===== src/rtl/polybius_pkg.sv =====
// Shared types and helpers for the Polybius code serializer: emitter states,
// ASCII constants and the grid validity check.
package polybius_pkg;

  typedef enum logic [2:0] {
    ST_IDLE,
    ST_TENS,
    ST_UNITS,
    ST_BAD,
    ST_SEP
  } emit_state_t;

  localparam logic [7:0] ASCII_ZERO  = 8'h30;
  localparam logic [7:0] ASCII_QMARK = 8'h3F;
  localparam logic [7:0] GRID_MIN    = 8'd1;
  localparam logic [7:0] GRID_MAX    = 8'd6;

  typedef struct packed {
    logic       valid;
    logic [7:0] tens;
    logic [7:0] units;
  } code_info_t;

  function automatic code_info_t is_valid_code(input logic [7:0] code);
    code_info_t info;
    info.tens  = code / 8'd10;
    info.units = code % 8'd10;
    info.valid = (info.tens  >= GRID_MIN) && (info.tens  <= GRID_MAX) &&
                 (info.units >= GRID_MIN) && (info.units <= GRID_MAX);
    return info;
  endfunction

endpackage


===== src/rtl/polybius_code_fifo.sv =====
// Synchronous byte FIFO with extra-bit pointers so full and empty are
// distinguished without a separate counter.
module polybius_code_fifo #(
  parameter int DEPTH = 4
) (
  input  logic                     clk,
  input  logic                     rst_n,
  input  logic                     push_i,
  input  logic                     pop_i,
  input  logic [7:0]               data_i,
  output logic [7:0]               data_o,
  output logic                     full_o,
  output logic                     empty_o,
  output logic [$clog2(DEPTH):0]   level_o
);

  localparam int AW = $clog2(DEPTH);
  localparam logic [AW:0] FULL_LVL = (AW+1)'(DEPTH);

  logic [7:0]  mem_q [DEPTH];
  logic [AW:0] wr_ptr_q, rd_ptr_q;
  logic        do_push, do_pop;

  assign do_push = push_i && !full_o;
  assign do_pop  = pop_i && !empty_o;

  always_ff @(posedge clk or negedge rst_n) begin
    if (!rst_n) begin
      wr_ptr_q <= '0;
      rd_ptr_q <= '0;
    end else begin
      if (do_push) wr_ptr_q <= wr_ptr_q + 1'b1;
      if (do_pop)  rd_ptr_q <= rd_ptr_q + 1'b1;
    end
  end

  always_ff @(posedge clk) begin
    if (do_push) mem_q[wr_ptr_q[AW-1:0]] <= data_i;
  end

  assign level_o = wr_ptr_q - rd_ptr_q;
  assign full_o  = (level_o == FULL_LVL);
  assign empty_o = (level_o == '0);
  assign data_o  = mem_q[rd_ptr_q[AW-1:0]];

endmodule


===== src/rtl/polybius_code_serializer.sv =====
// Turns buffered Polybius codes into an ASCII digit byte stream with an
// optional separator; off-grid codes become '?' and are counted.
module polybius_code_serializer
  import polybius_pkg::*;
#(
  parameter int         DEPTH    = 4,
  parameter bit         SEP_EN   = 1'b1,
  parameter logic [7:0] SEP_CHAR = 8'h20
) (
  input  logic                   clk,
  input  logic                   rst_n,
  input  logic                   in_valid,
  output logic                   in_ready,
  input  logic [7:0]             in_code,
  output logic                   out_valid,
  input  logic                   out_ready,
  output logic [7:0]             out_char,
  output logic [7:0]             err_count,
  output logic [$clog2(DEPTH):0] fifo_level
);

  emit_state_t state_q, state_d;
  logic [7:0]  hold_q, hold_d;
  logic [7:0]  err_q, err_d;
  logic [7:0]  out_char_q, out_char_d;
  logic        out_valid_q, out_valid_d;
  logic        wake_q;
  logic        pop, take_next, hs;
  logic [7:0]  fifo_head;
  logic        fifo_full, fifo_empty;
  code_info_t  head_info, hold_info;

  polybius_code_fifo #(.DEPTH(DEPTH)) u_fifo (
    .clk     (clk),
    .rst_n   (rst_n),
    .push_i  (in_valid && in_ready),
    .pop_i   (pop),
    .data_i  (in_code),
    .data_o  (fifo_head),
    .full_o  (fifo_full),
    .empty_o (fifo_empty),
    .level_o (fifo_level)
  );

  assign in_ready  = !fifo_full;
  assign hs        = out_valid_q && out_ready;
  assign head_info = is_valid_code(fifo_head);

  // An idle emitter waits one cycle after the FIFO turns non-empty before popping.
  always_ff @(posedge clk or negedge rst_n) begin
    if (!rst_n) begin
      state_q     <= ST_IDLE;
      wake_q      <= 1'b0;
      err_q       <= '0;
      out_valid_q <= 1'b0;
      out_char_q  <= '0;
    end else begin
      state_q     <= state_d;
      wake_q      <= !fifo_empty;
      err_q       <= err_d;
      out_valid_q <= out_valid_d;
      out_char_q  <= out_char_d;
    end
  end

  always_ff @(posedge clk) begin
    hold_q <= hold_d;
  end

  always_comb begin
    state_d   = state_q;
    hold_d    = hold_q;
    pop       = 1'b0;
    take_next = 1'b0;
    unique case (state_q)
      ST_IDLE:  pop = wake_q && !fifo_empty;
      ST_TENS:  if (hs) state_d = ST_UNITS;
      ST_UNITS,
      ST_BAD: begin
        if (hs) begin
          if (SEP_EN) state_d = ST_SEP;
          else        take_next = 1'b1;
        end
      end
      ST_SEP:   take_next = hs;
      default:  state_d = ST_IDLE;
    endcase
    // Back-to-back codes pop in the same cycle the previous one finishes.
    if (take_next) begin
      if (!fifo_empty) pop = 1'b1;
      else             state_d = ST_IDLE;
    end
    if (pop) begin
      hold_d  = fifo_head;
      state_d = head_info.valid ? ST_TENS : ST_BAD;
    end
  end

  assign err_d = (pop && !head_info.valid && err_q != 8'hFF) ? err_q + 8'd1 : err_q;

  always_comb begin
    hold_info   = is_valid_code(hold_d);
    out_valid_d = (state_d != ST_IDLE);
    out_char_d  = 8'h00;
    unique case (state_d)
      ST_TENS:  out_char_d = ASCII_ZERO + hold_info.tens;
      ST_UNITS: out_char_d = ASCII_ZERO + hold_info.units;
      ST_BAD:   out_char_d = ASCII_QMARK;
      ST_SEP:   out_char_d = SEP_CHAR;
      default:  out_char_d = 8'h00;
    endcase
  end

  assign out_valid = out_valid_q;
  assign out_char  = out_char_q;
  assign err_count = err_q;

endmodule

===== config.mk =====
export PLATFORM = sky130hd
export DESIGN_NAME = polybius_code_serializer
export DESIGN_NICKNAME = d
export VERILOG_FILES = /design/src/rtl/polybius_pkg.sv /design/src/rtl/polybius_code_fifo.sv /design/src/rtl/polybius_code_serializer.sv
export SDC_FILE = /design/constraint.sdc
export NUM_CORES = 1
export LEC_CHECK = 0
export BUFFER_PORTS_ARGS = -buffer_cell sky130_fd_sc_hd__buf_2
export CORE_ASPECT_RATIO = 0.5
export CORE_MARGIN = 5
export CORE_UTILIZATION = 23
export CTS_CLUSTER_SIZE = 16
export DETAILED_ROUTE_END_ITERATION = 8
export PLACE_DENSITY_LB_ADDON = 0.2
export SYNTH_ARGS = -nofsm -noshare
export SYNTH_HDL_FRONTEND = slang
export SYNTH_SLANG_ARGS = --single-unit

===== constraint.sdc =====
create_clock -name clk -period 8.8 [get_ports clk]
set_input_delay 1.76 -clock clk [delete_from_list [all_inputs] [get_ports clk]]
set_output_delay 1.76 -clock clk [all_outputs]
set_load 0.01 [all_outputs]

==> metrics.yaml, run 1 <==
fin_cells: 852
cts_setup_buffers: 0
grt_use_total: 0.109
async_flop_share: 0.403
numCtsBuffers: 9
layout-drive-gt1-share: 0.172
cts_root_buf: "clkbuf_16"
n_antenna_cell: 0
multi_input_area_mm2: 0.00300
area_growth_pct: 15.3
syn-cell-area_mm2: 0.00503
rsz0062_at_grt: "false"
tightest_slew_ns: 0.692
design.die.area_mm2: 0.0251
synth-edff-count: 32
finalCritPeriodShare: 0.831
ant_nets: 0
synth_most_common_cell: "nand2_1"
synth_top_area_cell: "edfxtp_1"
dp_cells: 836
period_minus_slack_ns: 7.31
cts_max_path_buffers: 2
worstSkewPairLatency_ns: 0.33
portBuffers: 32
syn_area_per_cell_um2: 9.59
grt_start_max_net_pins: 32
core_area_mm2: 0.0216
worstPathRequired_ns: 9.02
pin_count: 33
max_freq_ghz: 0.137
synth_nets: 554
synth_top_area_share: 0.191
worstSetupPathType: "input pin to register"
ys_types: 86
ys_seq_elements: 67
worstHoldStart: "u_fifo.wr_ptr_q[2]$_DFFE_PN0P_"
clkTransAtPathRegs_ns: 0.06
fillCellCount: 2295
grt_pass1_vias: 4178
crit_path_start_kind: "input pin"
htree_levels: 3
numClockSinks: 67
slew_violations: 0
grt_antenna_before_repair: 0
cts_tree: "done"
die_w_um: 219
firstDrtPassIters: 5
slew_headroom: 0.533
vias: 4266
final-seq-area_mm2: 0.00180
via_per_inst: 5.01
start_util: 0.233
yosys_warnings: 0
hold_buffers: 0
wl_um: 13700
grt_overflow_total: 0
hold_viol: 0
place.gp.congestion: 0.850
cts_resized: 0
synth_commonest_cells: "nand2_1, edfxtp_1, nor2_1"
fin_setup_tns_ns: 0
drv_cap: 0
ys.flop_type: "edfxtp_1"
num-nets-final: 576
grt_pass1_wl_um: 22400
skew_ns: 0.00925
row_count: 38
synthCells: 525
drc: 0
ys_top_cells_by_area: "edfxtp_1, dfrtp_1, ha_1"
setup.worst_path.end_class: "register"
ys_seq_area_frac: 0.357
status: "finished clean"
critPathMaxFanout: 12
setup_viol: 0
holdCritPathClass: "register to register"
timing.rr.start: "u_fifo.rd_ptr_q[0]$_DFFE_PN0P_"
first_iter_violations: 247
avgRoutedWirePerCell_um: 16.0
dpl.hpwl_um: 10000
cp_data_arrival_time_ns: 7.53
dieHeight_um: 115
cp-startpoint: "out_ready"
## cell usage in the layout (no fill, tap or decap), types with 5 or more instances in the layout
master     Yosys  final
a21o_1         7      7
dfrtp_1       27     27
nand3_1       18     18
a31oi_1        6      6
mux2_2        10     10
buf_2         10     32
o22ai_1        6      6
and2_1         9      9
a211oi_1       7      7
nor4_1         5      5
nand2b_1      12     12
nand2_1       50     50
mux4_2         8      8
o21ai_0       25     25
nor2b_1        5      5
nand4_1        7      7
xor2_1         9      9
edfxtp_1      32     32
ha_1          16     16
inv_1         22     22
o211ai_1       8      8
clkbuf_16      0      9
nor2_1        32     32
dfxtp_1        8      8
and3_1         8      8
xnor2_1        9      9
or3_1          5      5
mux2i_1       13     13
a21oi_1       30     30
nor3_1        10     10
a211o_1        6      6
## logic make-up after synthesis
| logic type | Yosys count | share of synthesized area |
|---|---|---|
| compound gates | 154 | 0.228 |
| xor+xnor | 19 | 0.0363 |
| fa+ha+maj | 19 | 0.0477 |
| buf+inv | 50 | 0.0470 |
| flops | 67 | 0.357 |
| mux | 33 | 0.0895 |
| simple gates | 183 | 0.195 |
## flip-flops by register name (all words and copies together) (netlist names)
signal / flops
err_count: 8
hold_q: 8
out_char: 8
out_valid: 1
state_q: 3
u_fifo.mem_q: 32
u_fifo.rd_ptr_q: 3
u_fifo.wr_ptr_q: 3
wake_q: 1
## worst paths after layout
path,end,slack (ns),cells past startpoint
worst max-delay path,out_char[5]$_DFF_PN0_,1.49,25
worst min-delay path,u_fifo.wr_ptr_q[2]$_DFFE_PN0P_,0.49,1
worst max register to register,out_char[5]$_DFF_PN0_,1.62,27
worst min register to register,u_fifo.wr_ptr_q[2]$_DFFE_PN0P_,0.49,1
max in group asynchronous,wake_q$_DFF_PN0_,6.94,1
min in group asynchronous,err_count[7]$_DFFE_PN0P_,1.45,1
## through the flow
stage	area (µm²)	utilization	setup WS (ns)	hold slack, ns
final	5800	0.269	1.49	0.488
after global routing	5800	0.269	1.08	0.509
after CTS	5800	0.269	1.53	0.496
after detailed placement	5450	0.253	1.19	0.486
after global placement	5450	0.253	1.28	0.470
after floorplan	5030	-	1.96	0.444
## worst max-delay path, cell delays in order
cell,delay (ns)
buf_2,0.12
and3_1,0.20
o221ai_4,0.40
mux2i_2,0.47
ha_1,0.29
nand2_1,0.06
mux2_2,0.33
a22o_1,0.23
a211o_1,0.40
and2_1,0.25
a21oi_1,0.16
nor2_1,0.05
a21oi_1,0.18
ha_1,0.27
nand3_1,0.16
nand2_1,0.19
nor4_1,0.07
a2111oi_0,0.37
a21boi_1,0.21
and2_1,0.23
o211a_1,0.25
or3_1,0.36
ha_1,0.27
o21ai_0,0.08
a21o_1,0.15
## metal layers
layer,global-route usage,vias to the layer above,share of wire
li1,-,2054,-
met4,0.0347,0,0.022
met3,0.0148,21,0.034
met5,0,-,0
met2,0.179,112,0.46
met1,0.151,2079,0.48
## final cells by class
type / instances / area share
Clock buffer: 9 / 0.0388
Clock inverter: 7 / 0.0213
Sequential cell: 67 / 0.310
Multi-Input combinational cell: 408 / 0.517
Inverter: 26 / 0.0172
Tap cell: 300 / 0.0647
Timing Repair Buffer: 35 / 0.0315
Power of run 1 is left out: the tool's default activity adds up to more than one toggle a clock period on the data nets, which glitch-free logic cannot reach.
==> inputs of run 2 (changes only) <==
==> constraint.sdc (replaced) <==
create_clock -name clk -period 7.05 [get_ports clk]
set_input_delay 1.41 -clock clk [delete_from_list [all_inputs] [get_ports clk]]
set_output_delay 1.41 -clock clk [all_outputs]
set_load 0.01 [all_outputs]
==> metrics.yaml, run 2 (synthesis gave the netlist of run 1 again) <==
cp.buffers_inverters: 1  # unchanged
fin_setup_tns_ns: 0  # unchanged
cts_root_buf: "clkbuf_16"
grt_pass1_vias: 4122  # -1.3%
critPathMaxFanout: 6  # -6
timing.reg2reg.setup_slack_ns: 0.44  # -1.18 ns
wl_um: 13900  # +1.8%
crit_path_start_kind: "register"
dpl.hpwl_um: 10300  # +2.9%
clkTransAtPathRegs_ns: 0.06  # about the same
max_freq_ghz: 0.151
slew_violations: 0  # unchanged
crit_family: "compound AO/OA/AOI/OAI gates"
hold_viol: 0  # unchanged
first_iter_violations: 280  # +13%
tightest_slew_ns: 0.653  # -0.0389 ns
core_area_mm2: 0.0216  # unchanged
slowest_delay_ns: 0.47  # about the same
numClockSinks: 67  # unchanged
avgRoutedWirePerCell_um: 16.2  # +0.86%
slew_headroom: 0.559  # +0.0262
finalCritPeriodShare: 0.937
ant_nets: 0  # unchanged
area_growth_pct: 15.0
slowest_stage: "xor3_2"
place.gp.congestion: 0.846  # -0.48%
worstSkewPairLatency_ns: 0.33  # about the same
crit_top_cell: "ha_1"
htree_levels: 3  # unchanged
row_count: 38  # unchanged
rsz0062_at_grt: "false"
cp_data_arrival_time_ns: 6.83  # -0.70 ns
hold_buffers: 0  # unchanged
grt_overflow_total: 0  # unchanged
via_per_inst: 4.94  # -1.3%
grt_use_total: 0.112  # +0.00291
num-nets-final: 584  # +1.4%
period_minus_slack_ns: 6.61
setup.worst_path.end_class: "register"
cts_max_path_buffers: 2  # unchanged
numCtsBuffers: 9  # unchanged
status: "finished clean"
worstPathRequired_ns: 7.28  # -1.74 ns
drc: 0  # unchanged
grt_start_max_net_pins: 32  # unchanged
dieHeight_um: 115  # unchanged
start_util: 0.233  # unchanged
grt_pass1_wl_um: 22800  # +1.8%
design.die.area_mm2: 0.0251  # unchanged
vias: 4248  # -0.42%
n_antenna_cell: 0  # unchanged
grt_antenna_before_repair: 0  # unchanged
die_w_um: 219  # unchanged
holdCritPathClass: "register to register"
cts_tree: "done"
worstSetupPathType: "register to register"
drv_cap: 0  # unchanged
final_cell_mix: "nand2_1, nor2_1, buf_2, edfxtp_1, a21oi_1"
pin_count: 33  # unchanged
skew_ns: 0.00665  # -0.00260 ns
mostFrequentLayoutCell: "nand2_1"
setup_viol: 0  # unchanged
layout-drive-gt1-share: 0.186  # +0.0136
portBuffers: 32  # unchanged
firstDrtPassIters: 4  # -1
largest_reg_flops: 32  # unchanged
[run 2: per-stage QoR]
step,std cells,cell area [µm²],setup slack (ns),utilization,hold slack (ns)
global placement,844,5510,0.313,0.255,0.464
global route,860,5790,0.00782,0.268,0.509
CTS,860,5780,0.433,0.268,0.478
detailed placement,844,5510,0.237,0.255,0.470
floorplan,525,5030,0.558,-,0.444
finish,860,5790,0.444,0.268,0.481
[run 2: area by class of cell]
type / instances / area (µm²)
flip-flops and latches: 67 / 1800
multi-input cells: 408 / 3010
repair buffers: 43 / 243
clock buffers: 9 / 225
fillers: 2333 / 15800
clock inverters: 7 / 43.8
inverters: 26 / 100
well taps: 300 / 375
[run 2: what timing repair did]
action | in CTS | in global routing
setup buffers | 0 | 0
setup endpoints to repair | 0 | 2
gates resized for setup | 0 | 2
[run 2: layer usage]
| metal | share of wire | vias to the layer above | global-route usage | wire length, µm |
|---|---|---|---|---|
| met4 | 0.012 | 0 | 0.0230 | 161 |
| met3 | 0.027 | 12 | 0.0203 | 375 |
| met2 | 0.48 | 90 | 0.187 | 6630 |
| met5 | 0 | - | 0 | 0 |
| li1 | - | 2064 | - | - |
| met1 | 0.48 | 2082 | 0.153 | 6730 |
[run 2: path summary, 6_finish.rpt]
kind                                                 from                        endpoint  cells past startpoint
setup / recovery           u_fifo.wr_ptr_q[0]$_DFFE_PN0P_           out_char[5]$_DFF_PN0_                     27
hold / removal             u_fifo.wr_ptr_q[2]$_DFFE_PN0P_  u_fifo.wr_ptr_q[2]$_DFFE_PN0P_                      1
setup reg to reg           u_fifo.wr_ptr_q[0]$_DFFE_PN0P_           out_char[5]$_DFF_PN0_                     27
hold reg to reg            u_fifo.wr_ptr_q[2]$_DFFE_PN0P_  u_fifo.wr_ptr_q[2]$_DFFE_PN0P_                      1
max in group asynchronous                           rst_n        err_count[3]$_DFFE_PN0P_                      1
min in group asynchronous                           rst_n        err_count[7]$_DFFE_PN0P_                      1
Power of run 2 is left out for the same reason.
==> inputs of run 3 (changes only) <==
--- a/config.mk
+++ b/config.mk
@@ -11,7 +11,8 @@
 export CORE_UTILIZATION = 23
 export CTS_CLUSTER_SIZE = 16
 export DETAILED_ROUTE_END_ITERATION = 8
-export PLACE_DENSITY_LB_ADDON = 0.2
+export PLACE_DENSITY = 0.45
+export SLEW_MARGIN = 10
 export SYNTH_ARGS = -nofsm -noshare
 export SYNTH_HDL_FRONTEND = slang
 export SYNTH_SLANG_ARGS = --single-unit
==> constraint.sdc (replaced) <==
create_clock -name clk -period 7.05 [get_ports clk]
set_input_delay 0 -clock clk [delete_from_list [all_inputs] [get_ports clk]]
set_output_delay 0 -clock clk [all_outputs]
set_load 0.01 [all_outputs]
==> metrics.yaml, run 3 (synthesis gave the netlist of run 1 again) <==
worstSetupPathType: "register to register"
crit_path_start_kind: "register"
grt_antenna_before_repair: 0  # unchanged
holdCritPathClass: "input pin to register"
r2r_end: "out_char[5]$_DFF_PN0_"
cts_tree: "done"
numCtsBuffers: 9  # unchanged
htree_levels: 3  # unchanged
mostFrequentLayoutCell: "nand2_1"
final_cell_mix: "nand2_1, nor2_1, buf_2, edfxtp_1, a21oi_1"
place.gp.congestion: 0.839  # -0.83%
setup.worst_path.end_class: "register"
slew_violations: 0  # unchanged
skew_ns: 0.00887  # +0.00222 ns
vias: 4276  # +0.66%
slowest_delay_ns: 0.44  # -0.03 ns
fillCellCount: 2318  # -0.64%
cts_root_buf: "clkbuf_16"
setup_viol: 0  # unchanged
drv_cap: 0  # unchanged
period_minus_slack_ns: 6.58  # -0.0215 ns
crit_top_cell: "ha_1"
timing.reg2reg.setup_slack_ns: 0.47  # +0.02 ns
wl_um: 13600  # -2.4%
drc: 0  # unchanged
die_w_um: 219  # unchanged
ant_nets: 0  # unchanged
grt_overflow_total: 0  # unchanged
design.die.area_mm2: 0.0251  # unchanged
start_util: 0.233  # unchanged
cp-startpoint: "u_fifo.wr_ptr_q[0]$_DFFE_PN0P_"
area_growth_pct: 17.7
avgRoutedWirePerCell_um: 15.6  # -3.2%
tightest_slew_ns: 0.667  # +0.0143 ns
fin_setup_tns_ns: 0  # unchanged
timing.rr.start: "u_fifo.wr_ptr_q[0]$_DFFE_PN0P_"
hold_end: "u_fifo.wr_ptr_q[0]$_DFFE_PN0P_"
worstPathRequired_ns: 7.28  # about the same
dieHeight_um: 115  # unchanged
n_antenna_cell: 0  # unchanged
row_count: 38  # unchanged
largest_reg_flops: 32  # unchanged
core_area_mm2: 0.0216  # unchanged
cts_setup_buffers: 0  # unchanged
layout-drive-gt1-share: 0.182  # -0.00406
portBuffers: 32  # unchanged
slowest_stage: "xor3_2"
num-nets-final: 591  # +1.2%
hold_viol: 0  # unchanged
worstHoldStart: "in_valid"
grt_pass1_wl_um: 21900  # -3.9%
pin_count: 33  # unchanged
first_iter_violations: 373  # +33%
clkTransAtPathRegs_ns: 0.06  # about the same
worstSkewPairLatency_ns: 0.34  # about the same
cp_data_arrival_time_ns: 6.81  # -0.02 ns
hold_depth: 3  # +2
grt_pass1_vias: 4073  # -1.2%
rsz0062_at_grt: "false"
grt_use_total: 0.108  # -0.00366
reg2reg_depth: 27  # unchanged
numClockSinks: 67  # unchanged
finalCritPeriodShare: 0.934  # -0.00304
dpl.hpwl_um: 10100  # -1.8%
max_freq_ghz: 0.152  # +0.33%
slew_headroom: 0.555  # -0.00403
cts_max_path_buffers: 2  # unchanged
status: "finished clean"
grt_start_max_net_pins: 32  # unchanged
critPathMaxFanout: 7  # +1
via_per_inst: 4.93  # -0.15%
firstDrtPassIters: 5  # +1
## run 3: changes by cell type in the layout (fill, tap and decap cells not counted), moves of 2 or more
cell,change
dlygate4sd3_1,+9
clkinv_2,-3
buf_4,-2
bufinv_16,+2
## run 3: through the flow
stage	hold WS [ns]	setup WS (ns)	cell area [µm²]	instances	util
6_report	0.0757	0.465	5920	867	0.274
4_1_cts	0.0633	0.453	5910	867	0.274
3_3_place_gp	0.0737	0.564	5500	842	0.255
2_1_floorplan	-0.296	0.656	5030	525	-
5_1_grt	0.110	0.00681	5920	867	0.274
3_5_place_dp	0.0791	0.466	5500	842	0.255
## run 3: critical path: cells and delay by family (launching register included)
kind,cells,cell delay [ns]
adder cells (fa/ha/maj),5,1.32
AND/OR/NAND/NOR,8,1.33
buffers and inverters,1,0.10
flip-flops,1,0.37
multiplexers,2,0.60
XOR/XNOR,1,0.44
AO/OA/AOI/OAI,10,2.30
## run 3: what timing repair did
item,in CTS,in global routing
setup endpoints to repair,0,2
hold buffers,9,0
endpoints found under the hold margin,59,0
resized for setup,0,3
## run 3: routing by layer
metal,track usage,vias to the layer above,routed length (µm)
li1,-,2084,-
met1,0.149,2093,6680
met2,0.175,88,6240
met3,0.0209,11,507
met4,0.0301,0,137
met5,0,-,0
## run 3: cell type report
cell class                      count  area, µm²  area share
Tap cell                          300        375      0.0634
Multi-Input combinational cell    408       3010       0.508
Sequential cell                    67       1800       0.303
Inverter                           26        100      0.0169
Clock inverter                      7       98.8      0.0167
Clock buffer                        9        225      0.0380
Timing Repair Buffer               50        318      0.0536
## run 3: how the worst max path moves through the flow
stage,cells after the start,slack (ns),to
after floorplan,26,0.66,out_char[5]$_DFF_PN0_
after global placement,27,0.56,out_char[5]$_DFF_PN0_
after detailed placement,27,0.47,out_char[5]$_DFF_PN0_
after CTS,27,0.45,out_char[5]$_DFF_PN0_
after global routing,27,0.007,out_char[5]$_DFF_PN0_
final,27,0.47,out_char[5]$_DFF_PN0_
Power of run 3 is left out for the same reason.
